===== src/rtl/bist_controller_pkg.sv =====
// Shared definitions for the BIST test sequencer: state encodings and default
// signature parameters used by the controller and anything that observes it.
package bist_controller_pkg;

   typedef enum logic [2:0] {
      BIST_IDLE    = 3'd0,
      BIST_CLEAR   = 3'd1,
      BIST_RUN     = 3'd2,
      BIST_SETTLE  = 3'd3,
      BIST_COMPARE = 3'd4,
      BIST_DONE    = 3'd5
   } bist_state_t;

   localparam int                       DEFAULT_SIG_W      = 4;
   localparam logic [DEFAULT_SIG_W-1:0] DEFAULT_GOLDEN_SIG = 4'hA;

   // True in the states where a new start request may be accepted.
   function automatic logic can_start(input bist_state_t s);
      return (s == BIST_IDLE) || (s == BIST_DONE);
   endfunction

endpackage


===== src/rtl/bist_controller_pattern_counter.sv =====
// Pattern counter for the BIST run phase: up-counter with synchronous clear,
// advance enable and a terminal flag on the last pattern of the run.
module bist_pattern_counter #(
   parameter int PATTERN_COUNT = 255,
   parameter int CNT_W         = 8
) (
   input  logic             clk,
   input  logic             rst,
   input  logic             clr,
   input  logic             en,
   output logic [CNT_W-1:0] count,
   output logic             terminal
);

   localparam logic [CNT_W-1:0] LAST_CNT = CNT_W'(PATTERN_COUNT - 1);

   always_ff @(posedge clk or posedge rst) begin
      if (rst) begin
         count <= '0;
      end else if (clr) begin
         count <= '0;
      end else if (en) begin
         count <= count + 1'b1;
      end
   end

   assign terminal = (count == LAST_CNT);

endmodule


===== src/rtl/bist_controller.sv =====
// BIST sequencer: clears the LFSR/MISR datapath, runs a fixed number of pattern
// cycles, lets the MISR settle, then judges the captured signature.
module bist_controller
   import bist_controller_pkg::*;
#(
   parameter int               PATTERN_COUNT = 255,
   parameter int               CNT_W         = 8,
   parameter int               SIG_W         = DEFAULT_SIG_W,
   parameter logic [SIG_W-1:0] GOLDEN_SIG    = SIG_W'(DEFAULT_GOLDEN_SIG)
) (
   input  logic             clk,
   input  logic             rst,
   input  logic             start,
   input  logic             abort,
   input  logic [SIG_W-1:0] sig_in,
   output logic             bist_clr,
   output logic             bist_en,
   output logic             busy,
   output logic             done,
   output logic             pass,
   output logic             fail,
   output logic             aborted,
   output logic [CNT_W-1:0] cycles_run
);

   if (PATTERN_COUNT < 1) begin : g_bad_pattern_count
      $error("bist_controller: PATTERN_COUNT must be at least 1");
   end
   if ((64'd1 << CNT_W) <= 64'(PATTERN_COUNT)) begin : g_bad_cnt_w
      $error("bist_controller: CNT_W too narrow for PATTERN_COUNT");
   end

   bist_state_t      state_reg;
   logic [SIG_W-1:0] sig_reg;
   logic             start_accept;
   logic             cnt_en;
   logic             cnt_terminal;

   assign start_accept = can_start(state_reg) && start && !abort;
   // The counter doubles as cycles_run; gating with abort freezes it on the
   // edge that terminates the run.
   assign cnt_en       = (state_reg == BIST_RUN) && !abort;

   bist_pattern_counter #(
      .PATTERN_COUNT (PATTERN_COUNT),
      .CNT_W         (CNT_W)
   ) u_counter (
      .clk      (clk),
      .rst      (rst),
      .clr      (start_accept),
      .en       (cnt_en),
      .count    (cycles_run),
      .terminal (cnt_terminal)
   );

   always_ff @(posedge clk or posedge rst) begin
      if (rst) begin
         state_reg <= BIST_IDLE;
         bist_clr  <= 1'b0;
         bist_en   <= 1'b0;
         busy      <= 1'b0;
         done      <= 1'b0;
         aborted   <= 1'b0;
         sig_reg   <= '0;
      end else begin
         bist_clr <= 1'b0;
         bist_en  <= 1'b0;
         case (state_reg)
            BIST_IDLE, BIST_DONE: begin
               if (start_accept) begin
                  state_reg <= BIST_CLEAR;
                  bist_clr  <= 1'b1;
                  busy      <= 1'b1;
                  done      <= 1'b0;
                  aborted   <= 1'b0;
                  sig_reg   <= '0;
               end
            end
            BIST_CLEAR, BIST_RUN, BIST_SETTLE, BIST_COMPARE: begin
               if (abort) begin
                  state_reg <= BIST_DONE;
                  busy      <= 1'b0;
                  done      <= 1'b1;
                  aborted   <= 1'b1;
               end else begin
                  case (state_reg)
                     BIST_CLEAR: begin
                        state_reg <= BIST_RUN;
                        bist_en   <= 1'b1;
                     end
                     BIST_RUN: begin
                        if (cnt_terminal) begin
                           state_reg <= BIST_SETTLE;
                        end else begin
                           bist_en <= 1'b1;
                        end
                     end
                     BIST_SETTLE: begin
                        state_reg <= BIST_COMPARE;
                        busy      <= 1'b0;
                     end
                     default: begin
                        state_reg <= BIST_DONE;
                        done      <= 1'b1;
                        sig_reg   <= sig_in;
                     end
                  endcase
               end
            end
            default: begin
               state_reg <= BIST_IDLE;
               busy      <= 1'b0;
               done      <= 1'b0;
               aborted   <= 1'b0;
            end
         endcase
      end
   end

   // Verdict decoded from registered state only; both flags stay low unless done.
   assign pass = done && !aborted && (sig_reg == GOLDEN_SIG);
   assign fail = done && !pass;

endmodule

===== config.mk =====
export PLATFORM = sky130hd
export DESIGN_NAME = bist_controller
export DESIGN_NICKNAME = d
export VERILOG_FILES = /design/src/rtl/bist_controller_pkg.sv /design/src/rtl/bist_controller_pattern_counter.sv /design/src/rtl/bist_controller.sv
export SDC_FILE = /design/constraint.sdc
export NUM_CORES = 1
export LEC_CHECK = 0
export ABC_CLOCK_PERIOD_IN_PS = 2300
export CAP_MARGIN = 5
export CELL_PAD_IN_SITES_DETAIL_PLACEMENT = 0
export CELL_PAD_IN_SITES_GLOBAL_PLACEMENT = 1
export CORE_MARGIN = 1.5
export CORE_UTILIZATION = 25
export CTS_BUF_LIST = sky130_fd_sc_hd__clkbuf_8
export DETAILED_ROUTE_END_ITERATION = 7
export GPL_TIMING_DRIVEN = 1
export PLACE_DENSITY_LB_ADDON = 0.1
export SLEW_MARGIN = 10
export SYNTH_ARGS = -nofsm -noshare
export SYNTH_HDL_FRONTEND = slang
export SYNTH_HIERARCHICAL = 1
export SYNTH_SLANG_ARGS = --single-unit

===== constraint.sdc =====
create_clock -name clk -period 2.3 [get_ports clk]
set_clock_uncertainty 0.05 [all_clocks]
set_input_delay 0.46 -clock clk [delete_from_list [all_inputs] [get_ports clk]]
set_output_delay 0.46 -clock clk [all_outputs]
set_load 0.01 [all_outputs]

[After elaboration in Yosys (flattened, before gate mapping)]
Cells that the tools add are included.
Cells by class
  add/sub/neg operators: 1
  eq/ne operators: 14
  mux-type cells: 27
  reductions and logical operators: 21
Operator list (count)
  $mux 8: 2
  $mux 1: 12
  $mux 4: 3
  $mux 3: 3
  $pmux 3 s3: 1
  $add 8x1->8 const B: 1
  $eq 8x8->1 const B: 1
  $ne 2x2->1 const B: 4
  $pmux 1 s2: 4
  $pmux 4 s2: 1
  $reduce_and 2->1: 4
  $eq 3x2->1 const B: 2
  $eq 3x3->1 const B: 2
  $logic_and 1x1->1: 6
  $ne 3x3->1 const B: 2
  $pmux 3 s2: 1
  $eq 4x4->1 const B: 1
  $ne 4x4->1 const B: 1
  $reduce_and 4->1: 1
  $reduce_bool 2->1: 2
  $reduce_or 4->1: 1
  $eq 3x1->1 const B: 1
  $logic_not 1->1: 3
  $logic_not 3->1: 1
  3 further kinds: 3
Word-level totals
  register bits: 20
  bits of input ports: 8
  output and inout port bits: 15
  logic and storage cells: 71

[Depth between registers and ports, before layout]
Gate-level depths: netlist of run 1.
  word-level depth: 6
  mapped depth: 7
  mapped depth without buffers: 7

[Hierarchy]
The synthesis of run 1 kept the hierarchy.
By module, submodules not included
  bist_controller: instances 1, cells an instance 64, area an instance 663.1 µm²
  bist_pattern_counter: instances 1, cells an instance 42, area an instance 406.6 µm²

[Least setup slack after synthesis of run 1]
Ideal clock, no wire load.
  path kind: reg-to-reg
  start: register state_reg[0]
  end: register u_counter.count[7]
  setup time: 0.078 ns
  arrival: 1.695 ns
  data required time: 2.172 ns
  setup slack: 0.477 ns
  cell stages (with the launch flop): 8
  cell sequence: dfrtp_1 > buf_6 > or2b_1 > nor3_1 > buf_2 > nand3_1 > or4_1 > a21oi_1
Between the ends
  elaborated cells on any way between the ends: 9
  those cells by class: 2 x eq/ne; 1 x mux; 6 x reduce/logical
RTL lines
  start, declared: RTL line bist_controller.sv:33  | bist_state_t state_reg;
  start signal, assigned: RTL line bist_controller.sv:58  | state_reg <= BIST_IDLE;
  start signal, assigned: RTL line bist_controller.sv:71  | state_reg <= BIST_CLEAR;
  start signal, assigned: RTL line bist_controller.sv:81  | state_reg <= BIST_DONE;
  $eq 3x2->1: RTL line bist_controller.sv:42  | assign cnt_en = (state_reg == BIST_RUN) && !abort;
  $logic_and 1x1->1: RTL line bist_controller.sv:42
  via cnt_en: RTL line bist_controller.sv:36  | logic cnt_en;
  $reduce_bool 2->1 (no source line)
  end signal, assigned: RTL line bist_controller_pattern_counter.sv:23  | count <= count + 1'b1;
  end, declared: RTL line bist_controller_pattern_counter.sv:11  | output logic [CNT_W-1:0] count,
The timed path passes the listed nets, and every way through them passes these cells.
A chain may end at the register's enable or synchronous reset.

[Worst setup path after layout of run 1]
  start: register aborted
  end: output port pass
Between the ends
  longest elaborated chain between the ends: 3
Ends and longest elaborated chain
  start, declared: RTL line bist_controller.sv:22  | output logic aborted,
  start signal, assigned: RTL line bist_controller.sv:63  | aborted <= 1'b0;
  start signal, assigned: RTL line bist_controller.sv:75  | aborted <= 1'b0;
  start signal, assigned: RTL line bist_controller.sv:84  | aborted <= 1'b1;
  $logic_not 1->1: RTL line bist_controller.sv:121  | assign pass = done && !aborted && (sig_reg == GOLDEN_SIG);
  $logic_and 1x1->1 (2 in a row): RTL line bist_controller.sv:121
  end, declared: RTL line bist_controller.sv:20  | output logic pass,
No other way between the ends.

==> flow_summary.yaml, run 1 <==
status:
  outcome: "finished clean"
floorplan:
  initial_core_util_pct: 26.36
  die_area_um2: 4681
  pin_count: 23
  floorplan.die.height_um: 68.42
  placementRows: 23
  area_inside_the_core_boundary_um2: 4058
  floorplan.die.width_um: 68.42
timing:
  final-hold-violation-count: 0
  finalCritPeriodShare_pct: 96.16
  setup_total_negative_slack_ns: 0
  timing_max_transition_violations_final: 0
  period_needed_ns: 2.212
  setup_violations: 0
  max_slew_headroom_at_the_worst_pin_pct: 66.38
  worst_slew_pin_slew_ns: 0.5037
  grt_setup_unrepaired: "no"
  fmax_ghz: 0.4522
  final_worst_path_setup_slack_ns: 0.08839
layout:
  seq_area_um2: 501.7
  largest_register_ffs: 8
  multi_input_gate_area_in_the_final_layout_um2: 511.7
  areaGrowthSynthToFinish_pct: 30.29
  finalNetCount: 141
  utilization_after_layout_pct: 34.35
  post_layout_nonfiller_instances: 179
  n_fill_cell: 421
  drive_gt1_share_pct: 12.40
  diodes: 0
hold_path:
  worst_hold_path_type: "primary input to async pin"
synth:
  postSynthRegisterBits: 20
  synth_seq_area_share_pct: 46.78
  mappedNetlistNets: 116
  synth_async_sr_flop_share_pct: 100.0
  avgSynthCellArea_um2: 10.09
  ys.warnings.count: 6
  synthesis.instances: 106
  ys_dominant_reg_cell: "sky130_fd_sc_hd__dfrtp_1"
  synth_edf_count: 0
  synth.cell_area_um2: 1070
  synth.lib_cells_used.distinct: 33
run:
  max_cap_viols: 0
setup_path:
  timing.critical_path.required_ns: 1.79
  setup_crit_path_kind: "flop to primary output"
  worst-path-max-fanout: 4
  regToRegStartpoint: "state_reg[0]"
  setup.worst_path.end_class: "primary output"
  start_kind: "flop"
  reg2reg_depth: 6
  worst_ep_arrival_time_ns: 1.70
  worstReg2RegEnd: "u_counter/count[6]"
  ff2ff_setup_slack_ns: 0.57
power_and_ir_drop:
  seq_power_share_pct: 38.2
  p_comb_share_pct: 45.8
  power_report.internal_total_mw: 0.9050
  report.power.total_mw: 1.396
  power_leakage_nw: 0.5917
  power.share.switching_pct: 35.16
  power_density_nw_per_um2: 1001
  irDropWorstVdd_mv: 0.3936
  clock_power_share_pct: 16.0
  power.net_switching_mw: 0.4907
placed_design:
  place.detailed.hpwl_mm: 1.716
  placed_cells_incl_taps: 176
  placement.setup.worst_slack_ns: 0.2558
  finalWeightedCongestion: 0.7252
  placement.io_buffers: 22
detailed_routing:
  detail_route.drc_violations: 0
  drtAntennaViolNets: 0
  routed_via_density: 4.676
  routed-via-count: 837
  drt_pass1_iterations: 4
  first_iter_violations: 55
  routedWlPerCell_um: 13.56
  totalWireLength_mm: 2.427
global_route:
  grt_pass1_vias: 864
  global_route.overflow_total: 0
  grtUsageMet1_pct: 16.94
  grt_antenna_before_repair: 0
  track_usage_pct: 11.91
  use_met3_pct: 2.632
  globalRoute.busiestLayer: "met1"
  grt_first_pass_wirelength_mm: 4.098
  groute.layer.met2.usage_pct: 16.71
  grt_start_max_net_pins: 15
clock_network:
  inserted_clock_buffers: 3
  path_clk_slew_ns: 0.07
  htree_levels: 1
  clock_latency_of_the_later_clocked_register_in_the_worst_skew_pair_ns: 0.25
  cts_root_buffer: "sky130_fd_sc_hd__clkbuf_8"
  post_cts_hold_buffer_count: 0
  cts_max_path_buffers: 2
  cts_sinks: 20
  tritoncts: "built"
[worst max path at each step]
| stage | start | endpoint |
|---|---|---|
| global route | done | fail |
| detailed placement | abort | u_counter/count[6] |
| CTS | aborted | pass |
| global placement | abort | u_counter/count[6] |
| floorplan | state_reg[0] | u_counter/count[7] |
| finish | aborted | pass |
[critical path: stages, from the launching register on]
cell                              delay (ns)
sky130_fd_sc_hd__dfrtp_1                0.42
sky130_fd_sc_hd__nor4b_2                0.28
sky130_fd_sc_hd__and3_1                 0.21
sky130_fd_sc_hd__clkdlybuf4s50_1        0.53
[power groups by stage]
| stage | Combinational (mW) | Clock (mW) | Sequential, mW |
|---|---|---|---|
| 4_1_cts | 0.636 | 0.234 | 0.529 |
| 3_5_place_dp | 0.633 | 0 | 0.534 |
| 2_1_floorplan | 0.415 | 0 | 0.545 |
| 5_1_grt | 0.706 | 0.249 | 0.551 |
| 6_report | 0.639 | 0.223 | 0.534 |
| 3_3_place_gp | 0.636 | 0 | 0.532 |
[synth_stat cells (4+ instances only)]
library cell / count / area (um^2)
sky130_fd_sc_hd__nor3_1: 4 / 20.02
sky130_fd_sc_hd__nor2_1: 10 / 37.54
sky130_fd_sc_hd__dfrtp_1: 20 / 500.5
sky130_fd_sc_hd__a21oi_1: 6 / 30.03
sky130_fd_sc_hd__o21ai_0: 6 / 30.03
sky130_fd_sc_hd__inv_1: 5 / 18.77
sky130_fd_sc_hd__a22o_1: 4 / 35.03
sky130_fd_sc_hd__nor2b_1: 5 / 31.28
[area by class of cell]
cell class / count / share of cell area [%]
multi-input cells: 74 / 36.71
well taps: 50 / 4.488
clock buffers: 3 / 2.962
inverters: 5 / 1.346
flip-flops and latches: 20 / 36.00
repair buffers: 27 / 18.49
[kinds of logic (layout without fill, tap and decap cells)]
| group | count (synthesis) | count (layout) | share of synthesized area (%) |
|---|---|---|---|
| compound gates | 25 | 25 | 16.61 |
| buf+inv | 12 | 35 | 5.965 |
| simple gates | 41 | 41 | 22.81 |
| fa+ha+maj | 2 | 2 | 2.339 |
| flops | 20 | 20 | 46.78 |
| mux | 1 | 1 | 1.403 |
| xor+xnor | 5 | 5 | 4.094 |
[metrics by stage]
stage          area, um^2  hold slack, ns
2_1_floorplan        1070          0.2257
3_3_place_gp         1345          0.4353
3_5_place_dp         1345          0.4328
4_1_cts              1386          0.4445
5_1_grt              1394          0.4743
6_report             1394          0.4373
[routing by layer]
layer,up-vias,routed length (um),part of all wire (%)
li1,421,-,-
met1,400,1265,52
met2,14,1018,42
met3,2,117,4.8
met4,0,25,1.0
met5,-,0,0
[layout by cell type, fill, tap and decap left out, types with 4 or more instances in the layout]
cell	instances
sky130_fd_sc_hd__buf_4	5
sky130_fd_sc_hd__nor2b_1	5
sky130_fd_sc_hd__a21oi_1	6
sky130_fd_sc_hd__a22o_1	4
sky130_fd_sc_hd__nor3_1	4
sky130_fd_sc_hd__dfrtp_1	19
sky130_fd_sc_hd__nor2_1	10
sky130_fd_sc_hd__inv_1	5
sky130_fd_sc_hd__clkdlybuf4s50_1	22
sky130_fd_sc_hd__o21ai_0	6
[timing repair]
| action | in CTS | in global routing |
|---|---|---|
| buffers inserted | 0 | 0 |
| resized for setup | 0 | 2 |
| endpoints found under the hold margin | 0 | 0 |
| setup endpoints to repair | 0 | 2 |
No activity file was read; power rests on OpenSTA's default activity.
==> run 2, diff against run 1 <==
CORE_UTILIZATION = 40   (was 25)
==> flow_summary.yaml, run 2 (synthesis gave the netlist of run 1 again) <==
status:
  outcome: "finished clean"
detailed_routing:
  routed_via_density: 5.250
  routed-via-count: 840
  first_iter_violations: 12
  detail_route.drc_violations: 0
  totalWireLength_mm: 2.135
  drt_pass1_iterations: 4
  drtAntennaViolNets: 0
  routedWlPerCell_um: 13.34
placed_design:
  placement.io_buffers: 22
  finalWeightedCongestion: 0.7327
  place.detailed.hpwl_mm: 1.598
  placement.setup.worst_slack_ns: 0.2906
layout:
  diodes: 0
  layout.cells.most_common: "sky130_fd_sc_hd__clkdlybuf4s50_1"
  finalNetCount: 141
  areaGrowthSynthToFinish_pct: 29.12
  drive_gt1_share_pct: 12.31
  mostFrequentLayoutCells: "sky130_fd_sc_hd__clkdlybuf4s50_1 (22), sky130_fd_sc_hd__dfrtp_1 (20), sky130_fd_sc_hd__nor2_1 (10)"
  largest_register_ffs: 8
power_and_ir_drop:
  irDropWorstVdd_mv: 0.7339
  report.power.total_mw: 1.428
  power_density_nw_per_um2: 1034
  power_leakage_nw: 0.5997
setup_path:
  crit_path_top_delay_cell: "sky130_fd_sc_hd__clkdlybuf4s50_1"
  timing.critical_path.cells: "nor4b_2 -> and3_1 -> nor2b_1 -> clkdlybuf4s50_1"
  timing.critical_path.required_ns: 1.79
  start_kind: "flop"
  worst-path-max-fanout: 5
  worst_ep_arrival_time_ns: 1.68
  setup.worst_path.end_class: "primary output"
  worst_path_largest_cell_delay_ns: 0.54
  setup_crit_path_kind: "flop to primary output"
global_route:
  grt_pass1_vias: 704
  track_usage_pct: 16.32
  grt_first_pass_wirelength_mm: 3.360
  grt_antenna_before_repair: 0
  grt_start_max_net_pins: 15
  global_route.overflow_total: 0
floorplan:
  area_inside_the_core_boundary_um2: 2500
  placementRows: 18
  floorplan.die.height_um: 54.72
  die_area_um2: 2994
  initial_core_util_pct: 42.79
  pin_count: 23
  floorplan.die.width_um: 54.72
clock_network:
  cts.repair_timing.setup_buffer_count: 0
  cts_max_path_buffers: 2
  htree_levels: 1
  tritoncts: "built"
  path_clk_slew_ns: 0.07
  clock_latency_of_the_later_clocked_register_in_the_worst_skew_pair_ns: 0.25
  cts_sinks: 20
  cts_root_buffer: "sky130_fd_sc_hd__clkbuf_8"
  inserted_clock_buffers: 3
timing:
  worst_slew_pin_slew_ns: 0.4736
  fmax_ghz: 0.4556
  max_slew_headroom_at_the_worst_pin_pct: 68.39
  grt_setup_unrepaired: "no"
  period_needed_ns: 2.195
  final-hold-violation-count: 0
  setup_violations: 0
  timing_max_transition_violations_final: 0
  setup_total_negative_slack_ns: 0
  final_worst_path_setup_slack_ns: 0.1053
  finalCritPeriodShare_pct: 95.42
  fin_worst_hold_slack_ns: 0.4329
hold_path:
  worst_hold_path_type: "primary input to async pin"
run:
  max_cap_viols: 0
## run 2: final timing paths
path | start | endpoint | slack [ns] | cells after the start
min reg2reg | sig_reg[1] | sig_reg[1] | 0.45 | 1
max | done | fail | 0.11 | 4
min in group clk | sig_reg[1] | sig_reg[1] | 0.45 | 1
max in group asynchronous | rst | bist_en | 1.38 | 2
max reg2reg | state_reg[0] | u_counter/count[6] | 0.58 | 6
min | rst | u_counter/count[7] | 0.43 | 2
## run 2: critical path: cells and delay by family (launching register included)
kind                   cells  cell delay, ns
buffers and inverters      1            0.54
and+or+nand+nor            3            0.46
DFF                        1            0.43
## run 2: metrics by stage
stage	util (%)	std cells	cell area, um^2
finish	55.26	160	1381
global route	55.26	160	1381
CTS	55.01	160	1375
detailed placement	52.80	156	1320
global placement	52.80	156	1320
floorplan	-	106	1070
## run 2: layout make-up
cell class,count,area [um^2]
Fill cell,216,1119
Multi-Input combinational cell,74,511.7
Sequential cell,20,500.5
Timing Repair Buffer,27,257.7
Clock buffer,4,55.05
Tap cell,30,37.54
Inverter,5,18.77
## run 2: power breakdown
group | switching [mW] | leakage [nW] | internal (mW)
Clock | 0.108 | 0.0288 | 0.152
Combinational | 0.303 | 0.309 | 0.335
Sequential | 0.0774 | 0.262 | 0.452
## run 2: timing repair
item / in CTS / in global routing
gates resized for setup: 0 / 1
hold buffers: 0 / 0
setup endpoints to repair: 0 / 1
## run 2: routing by layer
| metal | wire (um) | vias to the layer above | global-route usage (%) | share of wire (%) |
|---|---|---|---|---|
| li1 | - | 421 | - | - |
| met1 | 1093 | 399 | 24.31 | 51 |
| met2 | 919 | 18 | 21.63 | 43 |
| met3 | 102 | 2 | 3.552 | 4.8 |
| met4 | 19 | 0 | 8.750 | 0.89 |
| met5 | 0 | - | 0 | 0 |
